## config.mk

```make
export PLATFORM = sky130hd
export DESIGN_NAME = timed_flag_match_flat
export DESIGN_NICKNAME = d
export VERILOG_FILES = /design/src/rtl/timed_flag_match_if.sv /design/src/rtl/timed_flag_match.sv /design/src/flat_wrapper.sv
export SDC_FILE = /design/constraint.sdc
export NUM_CORES = 1
export LEC_CHECK = 0
export BUFFER_PORTS_ARGS = -buffer_cell sky130_fd_sc_hd__buf_4
export CAP_MARGIN = 0
export CORE_AREA = 3 3 175 177
export CTS_BUF_LIST = sky130_fd_sc_hd__clkbuf_8
export DETAILED_ROUTE_END_ITERATION = 12
export DIE_AREA = 0 0 178 180
export PLACE_DENSITY_LB_ADDON = 0.1
export SETUP_SLACK_MARGIN = 0.15
export SLEW_MARGIN = 20
export SYNTH_ARGS = -nofsm -noshare
export SYNTH_HDL_FRONTEND = slang
export SYNTH_SLANG_ARGS = --single-unit
```

## constraint.sdc

```tcl
create_clock -name clk -period 8.8 [get_ports clk]
set_input_delay 0.88 -clock clk [delete_from_list [all_inputs] [get_ports clk]]
set_output_delay 0.88 -clock clk [all_outputs]
set_load 0.1 [all_outputs]
```

## src/rtl/timed_flag_match_if.sv

```systemverilog
// Read-only burst databus between the flag matcher (master) and the memory system (slave).
// Write channels are kept so the bus shape matches the other accelerator units.
interface timed_flag_match_if #(
    parameter int AXI_ADDR_W = 32,
    parameter int AXI_DATA_W = 32,
    parameter int LEN_W      = 8
);
    logic                    databus_ready_0;
    logic                    databus_valid_0;
    logic [AXI_ADDR_W-1:0]   databus_addr_0;
    logic [AXI_DATA_W-1:0]   databus_rdata_0;
    logic [AXI_DATA_W-1:0]   databus_wdata_0;
    logic [AXI_DATA_W/8-1:0] databus_wstrb_0;
    logic [LEN_W-1:0]        databus_len_0;
    logic                    databus_last_0;

    modport master (
        input  databus_ready_0, databus_rdata_0, databus_last_0,
        output databus_valid_0, databus_addr_0, databus_wdata_0, databus_wstrb_0, databus_len_0
    );

    modport slave (
        output databus_ready_0, databus_rdata_0, databus_last_0,
        input  databus_valid_0, databus_addr_0, databus_wdata_0, databus_wstrb_0, databus_len_0
    );
endinterface

```

## src/rtl/timed_flag_match.sv

```systemverilog
// Ping-pong flag matcher: bursts flag words into one memory bank while scanning the
// other bank against the in0 stream, with compare modes, start delay and watchdog.
module timed_flag_match #(
    parameter int FLAG_W     = 16,
    parameter int ADDR_W     = 16,
    parameter int AXI_ADDR_W = 32,
    parameter int AXI_DATA_W = 32,
    parameter int LEN_W      = 8,
    parameter int CNT_W      = 16
) (
    input  logic                  clk,
    input  logic                  rst,
    input  logic                  running,
    input  logic                  run,
    output logic                  done,

    timed_flag_match_if.master    databus,

    output logic [ADDR_W-1:0]     ext_dp_addr_0_port_0,
    output logic [FLAG_W-1:0]     ext_dp_out_0_port_0,
    input  logic [FLAG_W-1:0]     ext_dp_in_0_port_0,
    output logic                  ext_dp_enable_0_port_0,
    output logic                  ext_dp_write_0_port_0,
    output logic [ADDR_W-1:0]     ext_dp_addr_0_port_1,
    output logic [AXI_DATA_W-1:0] ext_dp_out_0_port_1,
    input  logic [AXI_DATA_W-1:0] ext_dp_in_0_port_1,
    output logic                  ext_dp_enable_0_port_1,
    output logic                  ext_dp_write_0_port_1,

    input  logic [AXI_ADDR_W-1:0] ext_addr,
    input  logic [LEN_W-1:0]      length,
    input  logic [1:0]            mode,
    input  logic [FLAG_W-1:0]     mask,
    input  logic [CNT_W-1:0]      timeout,
    input  logic                  disabled,
    input  logic [31:0]           delay0,

    input  logic [31:0]           in0,
    output logic [31:0]           out0,
    output logic [31:0]           out1
);
    localparam int IDX_W = ADDR_W - 1;

    logic                  bank_q, bank_d;
    logic [31:0]           delay_q, delay_d;
    logic [CNT_W-1:0]      need_q, need_d;
    logic [IDX_W-1:0]      fill_cnt_q, fill_cnt_d;
    logic [CNT_W-1:0]      fetched_q, fetched_d;
    logic [IDX_W-1:0]      rd_idx_q, rd_idx_d;
    logic [CNT_W-1:0]      matches_q, matches_d;
    logic [CNT_W-1:0]      tmo_cnt_q, tmo_cnt_d;
    logic                  timed_out_q, timed_out_d;
    logic                  fill_active_q, fill_active_d;
    logic [AXI_ADDR_W-1:0] addr_q, addr_d;
    logic [31:0]           out0_q, out0_d;

    logic [FLAG_W-1:0]     a_val;
    logic [FLAG_W-1:0]     b_val;
    logic                  hit;
    logic                  active;
    logic                  adv;
    logic                  beat;

    always_ff @(posedge clk or negedge rst) begin
        if (!rst) begin
            bank_q        <= 1'b0;
            delay_q       <= '0;
            need_q        <= '0;
            fill_cnt_q    <= '0;
            fetched_q     <= '0;
            rd_idx_q      <= '0;
            matches_q     <= '0;
            tmo_cnt_q     <= '0;
            timed_out_q   <= 1'b0;
            fill_active_q <= 1'b0;
            addr_q        <= '0;
            out0_q        <= '0;
        end else begin
            bank_q        <= bank_d;
            delay_q       <= delay_d;
            need_q        <= need_d;
            fill_cnt_q    <= fill_cnt_d;
            fetched_q     <= fetched_d;
            rd_idx_q      <= rd_idx_d;
            matches_q     <= matches_d;
            tmo_cnt_q     <= tmo_cnt_d;
            timed_out_q   <= timed_out_d;
            fill_active_q <= fill_active_d;
            addr_q        <= addr_d;
            out0_q        <= out0_d;
        end
    end

    always_comb begin
        a_val = in0[FLAG_W-1:0];
        b_val = ext_dp_in_0_port_0;
        case (mode)
            2'd1:    hit = (a_val >= b_val);
            2'd2:    hit = ((a_val ^ b_val) & mask) == '0;
            default: hit = (a_val == b_val);
        endcase
        active = (delay_q == '0) && !disabled && (need_q != '0) && !timed_out_q;
        adv    = active && hit;
        beat   = fill_active_q && databus.databus_ready_0;
    end

    always_comb begin
        bank_d        = bank_q;
        delay_d       = delay_q;
        need_d        = need_q;
        fill_cnt_d    = fill_cnt_q;
        fetched_d     = fetched_q;
        rd_idx_d      = rd_idx_q;
        matches_d     = matches_q;
        tmo_cnt_d     = tmo_cnt_q;
        timed_out_d   = timed_out_q;
        fill_active_d = fill_active_q;
        addr_d        = addr_q;
        out0_d        = '0;
        if (run) begin
            bank_d        = !bank_q;
            addr_d        = ext_addr;
            fill_active_d = 1'b1;
            fill_cnt_d    = '0;
            need_d        = fetched_q;
            fetched_d     = '0;
            delay_d       = delay0;
            rd_idx_d      = '0;
            matches_d     = '0;
            tmo_cnt_d     = '0;
            timed_out_d   = 1'b0;
        end else begin
            if (beat) begin
                fill_cnt_d = fill_cnt_q + 1'b1;
                fetched_d  = fetched_q + 1'b1;
                if (databus.databus_last_0)
                    fill_active_d = 1'b0;
            end
            if (delay_q != '0) begin
                delay_d = delay_q - 1'b1;
            end else if (adv) begin
                rd_idx_d  = rd_idx_q + 1'b1;
                need_d    = need_q - 1'b1;
                matches_d = matches_q + 1'b1;
                tmo_cnt_d = '0;
                out0_d    = '1;
            end else if (active) begin
                tmo_cnt_d = tmo_cnt_q + 1'b1;
                if ((timeout != '0) && (tmo_cnt_q == timeout - 1'b1))
                    timed_out_d = 1'b1;
            end
        end
    end

    // The scan address is taken from next-state values so the registered memory
    // read already holds entry rd_idx of the new scan bank on the cycle after run.
    always_comb begin
        ext_dp_addr_0_port_0   = {!bank_d, rd_idx_d};
        ext_dp_out_0_port_0    = '0;
        ext_dp_enable_0_port_0 = running;
        ext_dp_write_0_port_0  = 1'b0;

        ext_dp_addr_0_port_1   = {bank_q, fill_cnt_q};
        ext_dp_out_0_port_1    = databus.databus_rdata_0;
        ext_dp_enable_0_port_1 = beat;
        ext_dp_write_0_port_1  = 1'b1;

        databus.databus_valid_0 = fill_active_q;
        databus.databus_addr_0  = addr_q;
        databus.databus_wdata_0 = '0;
        databus.databus_wstrb_0 = '0;
        databus.databus_len_0   = length;

        out0 = out0_q;
        out1 = {timed_out_q, {(31-CNT_W){1'b0}}, matches_q};
        done = !running || disabled || ((need_q == '0 || timed_out_q) && !fill_active_q);
    end

    logic unused_inputs;
    assign unused_inputs = ^{1'b0, ext_dp_in_0_port_1, in0};

endmodule

```

## src/flat_wrapper.sv

```systemverilog
// flat-port wrapper written by rule: the top's interface ports become plain ports
module timed_flag_match_flat 
#(
    parameter int FLAG_W     = 16,
    parameter int ADDR_W     = 16,
    parameter int AXI_ADDR_W = 32,
    parameter int AXI_DATA_W = 32,
    parameter int LEN_W      = 8,
    parameter int CNT_W      = 16
)
  (clk, rst, running, run, done, ext_dp_addr_0_port_0, ext_dp_out_0_port_0, ext_dp_in_0_port_0, ext_dp_enable_0_port_0, ext_dp_write_0_port_0, ext_dp_addr_0_port_1, ext_dp_out_0_port_1, ext_dp_in_0_port_1, ext_dp_enable_0_port_1, ext_dp_write_0_port_1, ext_addr, length, mode, mask, timeout, disabled, delay0, in0, out0, out1, databus_databus_ready_0, databus_databus_rdata_0, databus_databus_last_0, databus_databus_valid_0, databus_databus_addr_0, databus_databus_wdata_0, databus_databus_wstrb_0, databus_databus_len_0);
  timed_flag_match_if #(.AXI_ADDR_W(AXI_ADDR_W), .AXI_DATA_W(AXI_DATA_W), .LEN_W(LEN_W)) databus_i ();
  input  logic clk;
  input  logic rst;
  input  logic running;
  input  logic run;
  output logic done;
  output logic [ADDR_W-1:0] ext_dp_addr_0_port_0;
  output logic [FLAG_W-1:0] ext_dp_out_0_port_0;
  input  logic [FLAG_W-1:0] ext_dp_in_0_port_0;
  output logic ext_dp_enable_0_port_0;
  output logic ext_dp_write_0_port_0;
  output logic [ADDR_W-1:0] ext_dp_addr_0_port_1;
  output logic [AXI_DATA_W-1:0] ext_dp_out_0_port_1;
  input  logic [AXI_DATA_W-1:0] ext_dp_in_0_port_1;
  output logic ext_dp_enable_0_port_1;
  output logic ext_dp_write_0_port_1;
  input  logic [AXI_ADDR_W-1:0] ext_addr;
  input  logic [LEN_W-1:0] length;
  input  logic [1:0] mode;
  input  logic [FLAG_W-1:0] mask;
  input  logic [CNT_W-1:0] timeout;
  input  logic disabled;
  input  logic [31:0] delay0;
  input  logic [31:0] in0;
  output logic [31:0] out0;
  output logic [31:0] out1;
  input wire logic [$bits(databus_i.databus_ready_0)-1:0] databus_databus_ready_0;
  input wire logic [$bits(databus_i.databus_rdata_0)-1:0] databus_databus_rdata_0;
  input wire logic [$bits(databus_i.databus_last_0)-1:0] databus_databus_last_0;
  output wire logic [$bits(databus_i.databus_valid_0)-1:0] databus_databus_valid_0;
  output wire logic [$bits(databus_i.databus_addr_0)-1:0] databus_databus_addr_0;
  output wire logic [$bits(databus_i.databus_wdata_0)-1:0] databus_databus_wdata_0;
  output wire logic [$bits(databus_i.databus_wstrb_0)-1:0] databus_databus_wstrb_0;
  output wire logic [$bits(databus_i.databus_len_0)-1:0] databus_databus_len_0;
  assign databus_i.databus_ready_0 = databus_databus_ready_0;
  assign databus_i.databus_rdata_0 = databus_databus_rdata_0;
  assign databus_i.databus_last_0 = databus_databus_last_0;
  assign databus_databus_valid_0 = databus_i.databus_valid_0;
  assign databus_databus_addr_0 = databus_i.databus_addr_0;
  assign databus_databus_wdata_0 = databus_i.databus_wdata_0;
  assign databus_databus_wstrb_0 = databus_i.databus_wstrb_0;
  assign databus_databus_len_0 = databus_i.databus_len_0;
  timed_flag_match #(.FLAG_W(FLAG_W), .ADDR_W(ADDR_W), .AXI_ADDR_W(AXI_ADDR_W), .AXI_DATA_W(AXI_DATA_W), .LEN_W(LEN_W), .CNT_W(CNT_W)) u_core (.clk(clk), .rst(rst), .running(running), .run(run), .done(done), .databus(databus_i), .ext_dp_addr_0_port_0(ext_dp_addr_0_port_0), .ext_dp_out_0_port_0(ext_dp_out_0_port_0), .ext_dp_in_0_port_0(ext_dp_in_0_port_0), .ext_dp_enable_0_port_0(ext_dp_enable_0_port_0), .ext_dp_write_0_port_0(ext_dp_write_0_port_0), .ext_dp_addr_0_port_1(ext_dp_addr_0_port_1), .ext_dp_out_0_port_1(ext_dp_out_0_port_1), .ext_dp_in_0_port_1(ext_dp_in_0_port_1), .ext_dp_enable_0_port_1(ext_dp_enable_0_port_1), .ext_dp_write_0_port_1(ext_dp_write_0_port_1), .ext_addr(ext_addr), .length(length), .mode(mode), .mask(mask), .timeout(timeout), .disabled(disabled), .delay0(delay0), .in0(in0), .out0(out0), .out1(out1));
endmodule
```

==> impl_metrics.py <==
metrics = {
    "status": {
        "status": "finished clean",
    },
    "power": {
        "clkPwrFrac": 0.301,
        "p_sw_frac": 0.400,
        "p_comb_frac": 0.277,
        "switchingPower_uw": 770,
        "power_mw": 1.92,
        "power_density_mw_per_mm2": 159,
        "p_int_mw": 1.15,
        "p_leak_nw": 5.47,
        "seq_power_share": 0.422,
        "irDropWorstVdd_mv": 0.199,
    },
    "clock_tree": {
        "postCtsResizedCells": 0,
        "cts_tree": "built",
        "htreeDepth": 4,
        "clock_path_buffers": 2,
        "postCtsSetupBuffers": 0,
        "insertion_delay_ns": 0.47,
        "cts_hold_buf": 0,
        "clock_sinks": 162,
        "clkTransAtPathRegs_ns": 0.11,
        "clockRootBuffer": "clkbuf_8",
        "cts_made_buffers": 17,
    },
    "floorplanning": {
        "die_area_sq_mm": 0.0320,
        "core_sq_mm": 0.0294,
        "die_height_um": 180,
        "pin_count": 451,
        "die_w_um": 178,
        "start_util": 0.346,
        "row_count": 63,
    },
    "placement": {
        "placed_cells": 1652,
        "dpl.hpwl_mm": 20.1,
        "port_buffers": 253,
        "gp_congestion": 0.772,
    },
    "grt": {
        "grt_pass1_wl_mm": 41.8,
        "grt_antenna_before_repair": 0,
        "grt_max_degree": 107,
        "grt_usage": 0.165,
        "grt_overflow": 0,
        "grt_pass1_vias": 7846,
    },
    "critical_path": {
        "reg2reg_depth": 7,
        "r2r_slack_ns": 5.15,
        "r2r-end": "u_core.matches_q[15]",
        "required_ns": 7.92,
        "start_kind": "flip-flop",
        "path_class": "reg -> out",
        "critPathArrivalTime_ns": 4.28,
        "r2r_start": "u_core.delay_q[6]",
        "crit_path_max_fanout": 22,
        "cp-end-kind": "output port",
    },
    "synth": {
        "ys_ff_latch": 162,
        "syn_inst": 1113,
        "avgSynthCellArea_sq_um": 9.13,
        "ys_seq_area_frac": 0.399,
        "synth_async_sr_flop_share": 1.00,
        "synth_edf_count": 0,
        "ys_dominant_reg_cell": "dfrtp_1",
        "netlist_area_sq_mm": 0.0102,
        "yosys_warnings": 0,
        "yosysUniqueCellTypes": 64,
    },
    "job": {
        "drv_cap": 0,
    },
    "route": {
        "wire_per_inst_um": 15.9,
        "drcViolationCount": 0,
        "drtPass1Iterations": 4,
        "dr_total_vias": 8130,
        "wl_met3_mm": 1.75,
        "drt-initial-drc-count": 397,
        "wl_met1_mm": 11.1,
        "wl_met2_mm": 13.2,
        "top_layer": "met4",
        "final_antenna_net_count": 0,
        "vias_per_cell": 4.83,
        "drt_wl_total_mm": 26.8,
    },
    "sta": {
        "clock.fmax_ghz": 0.194,
        "maxSlewHeadroom": 0.309,
        "hold_viol_final": 0,
        "report.final.slew_viol_count": 0,
        "setup_violations": 0,
        "rsz0062_at_grt": "no",
        "period_share": 0.587,
        "min_period_ns": 5.16,
        "finClkSkew_ns": 0.0185,
        "tns_ns": 0,
        "tightest_slew_ns": 1.03,
    },
    "finish": {
        "num_antenna_cells": 0,
        "area_growth_pct": 18.9,
        "final_nets": 1532,
        "final_cell_mix": "259 x buf_4, 162 x dfrtp_1, 95 x nand2_1, 85 x nor2_1, 69 x conb_1",
        "drive_gt1_frac": 0.267,
        "fin_cells": 1684,
        "layout_commonest_cell": "buf_4",
    },
    "hold_path": {
        "hold_class": "in -> async",
    },
}
## critical path: stages, from the launching register on
cell and delay (ns):
dfrtp_1 0.44, or4_4 0.60, nor4_4 0.39, and4_1 0.59, and3_4 0.50, o211ai_1 0.29, or4_1 0.46, a21oi_1 0.19
buf_4 0.33
## routing by layer
metal / track usage / up-vias
li1: - / 4016
met1: 0.203 / 3834
met2: 0.277 / 230
met3: 0.0429 / 50
met4: 0.0572 / 0
met5: 0 / -
## flip-flops by register name, indices dropped and copies added, names as in the netlist
signal / count
u_core.databus.databus_addr_0: 32
u_core.delay_q: 32
u_core.fetched_q: 16
u_core.matches_q: 16
u_core.need_q: 16
u_core.tmo_cnt_q: 16
u_core.fill_cnt_q: 15
u_core.rd_idx_q: 15
u_core.bank_q: 1
u_core.databus.databus_valid_0: 1
u_core.out0: 1
u_core.timed_out_q: 1
## synth_stat cells, types with 5 or more instances
library cell  number  share of area
a21oi_1           47          0.023
nor4_1            13         0.0080
clkbuf_1          28          0.010
or3_1             25          0.015
and3_1            19          0.012
a31oi_1           12         0.0074
xor2_1            54          0.047
xnor2_1           42          0.036
o21ai_0           67          0.033
nand2_1           95          0.035
buf_4            144           0.11
nor2b_1           13         0.0080
nand2b_1           8         0.0049
nand4_1           20          0.012
nand3_1           28          0.014
o2111ai_1         14          0.012
dfrtp_1          162           0.40
inv_1             46          0.017
nor2_1            85          0.031
and2_1             5         0.0031
mux2_2            36          0.040
o31ai_1           13         0.0096
mux2i_1            5         0.0049
nor3_1            26          0.013
ha_1              26          0.032
or4_1             18          0.013
## power groups by stage
stage | Combinational (mW) | Clock [mW] | Sequential (mW)
2_1_floorplan | 0.397 | 0 | 0.939
3_3_place_gp | 0.535 | 0 | 0.825
3_5_place_dp | 0.537 | 0 | 0.826
4_1_cts | 0.538 | 0.607 | 0.812
5_1_grt | 0.565 | 0.633 | 0.818
6_report | 0.533 | 0.578 | 0.812
## per-stage QoR
stage | instance area (sq um) | utilization | setup WS [ns] | hold slack (ns)
finish | 12100 | 0.411 | 3.64 | 0.481
global route | 12100 | 0.411 | 3.26 | 0.523
detailed placement | 11700 | 0.396 | 3.95 | 0.483
CTS | 12100 | 0.411 | 3.57 | 0.497
floorplan | 10400 | - | 3.31 | 0.456
global placement | 11700 | 0.396 | 3.97 | 0.471
## cell type report
cell class / instances / area [sq um]
repair buffers: 261 / 1970
inverters: 46 / 173
well taps: 390 / 488
fillers: 3005 / 17300
multi-input cells: 793 / 4980
clock buffers: 17 / 234
flip-flops and latches: 162 / 4050
clock inverters: 15 / 186
## logic make-up (layout without fill, tap and decap cells)
kind of cell,count (synthesis),count (layout),share of synthesized area
xor gates and xnor gates,96,96,0.0827
DFF,162,162,0.399
adders and majority gates,26,26,0.0320
and+or+nand+nor,377,377,0.189
buffers and inverters,225,339,0.137
AOI/OAI and AO/OA,184,184,0.114
muxes,41,41,0.0448
other,2,69,0.000739
## worst max-delay path by stage
stage	from	endpoint	slack, ns	cells past startpoint
5_1_grt	u_core.delay_q[6]	ext_dp_addr_0_port_0[9]	3.26	8
6_report	u_core.delay_q[6]	ext_dp_addr_0_port_0[14]	3.64	8
3_5_place_dp	ext_dp_in_0_port_0[14]	ext_dp_addr_0_port_0[14]	3.95	12
4_1_cts	u_core.delay_q[6]	ext_dp_addr_0_port_0[14]	3.57	8
3_3_place_gp	in0[14]	ext_dp_addr_0_port_0[14]	3.97	11
2_1_floorplan	ext_dp_in_0_port_0[14]	ext_dp_addr_0_port_0[14]	3.31	10
Power figures use the tool's default switching activity.
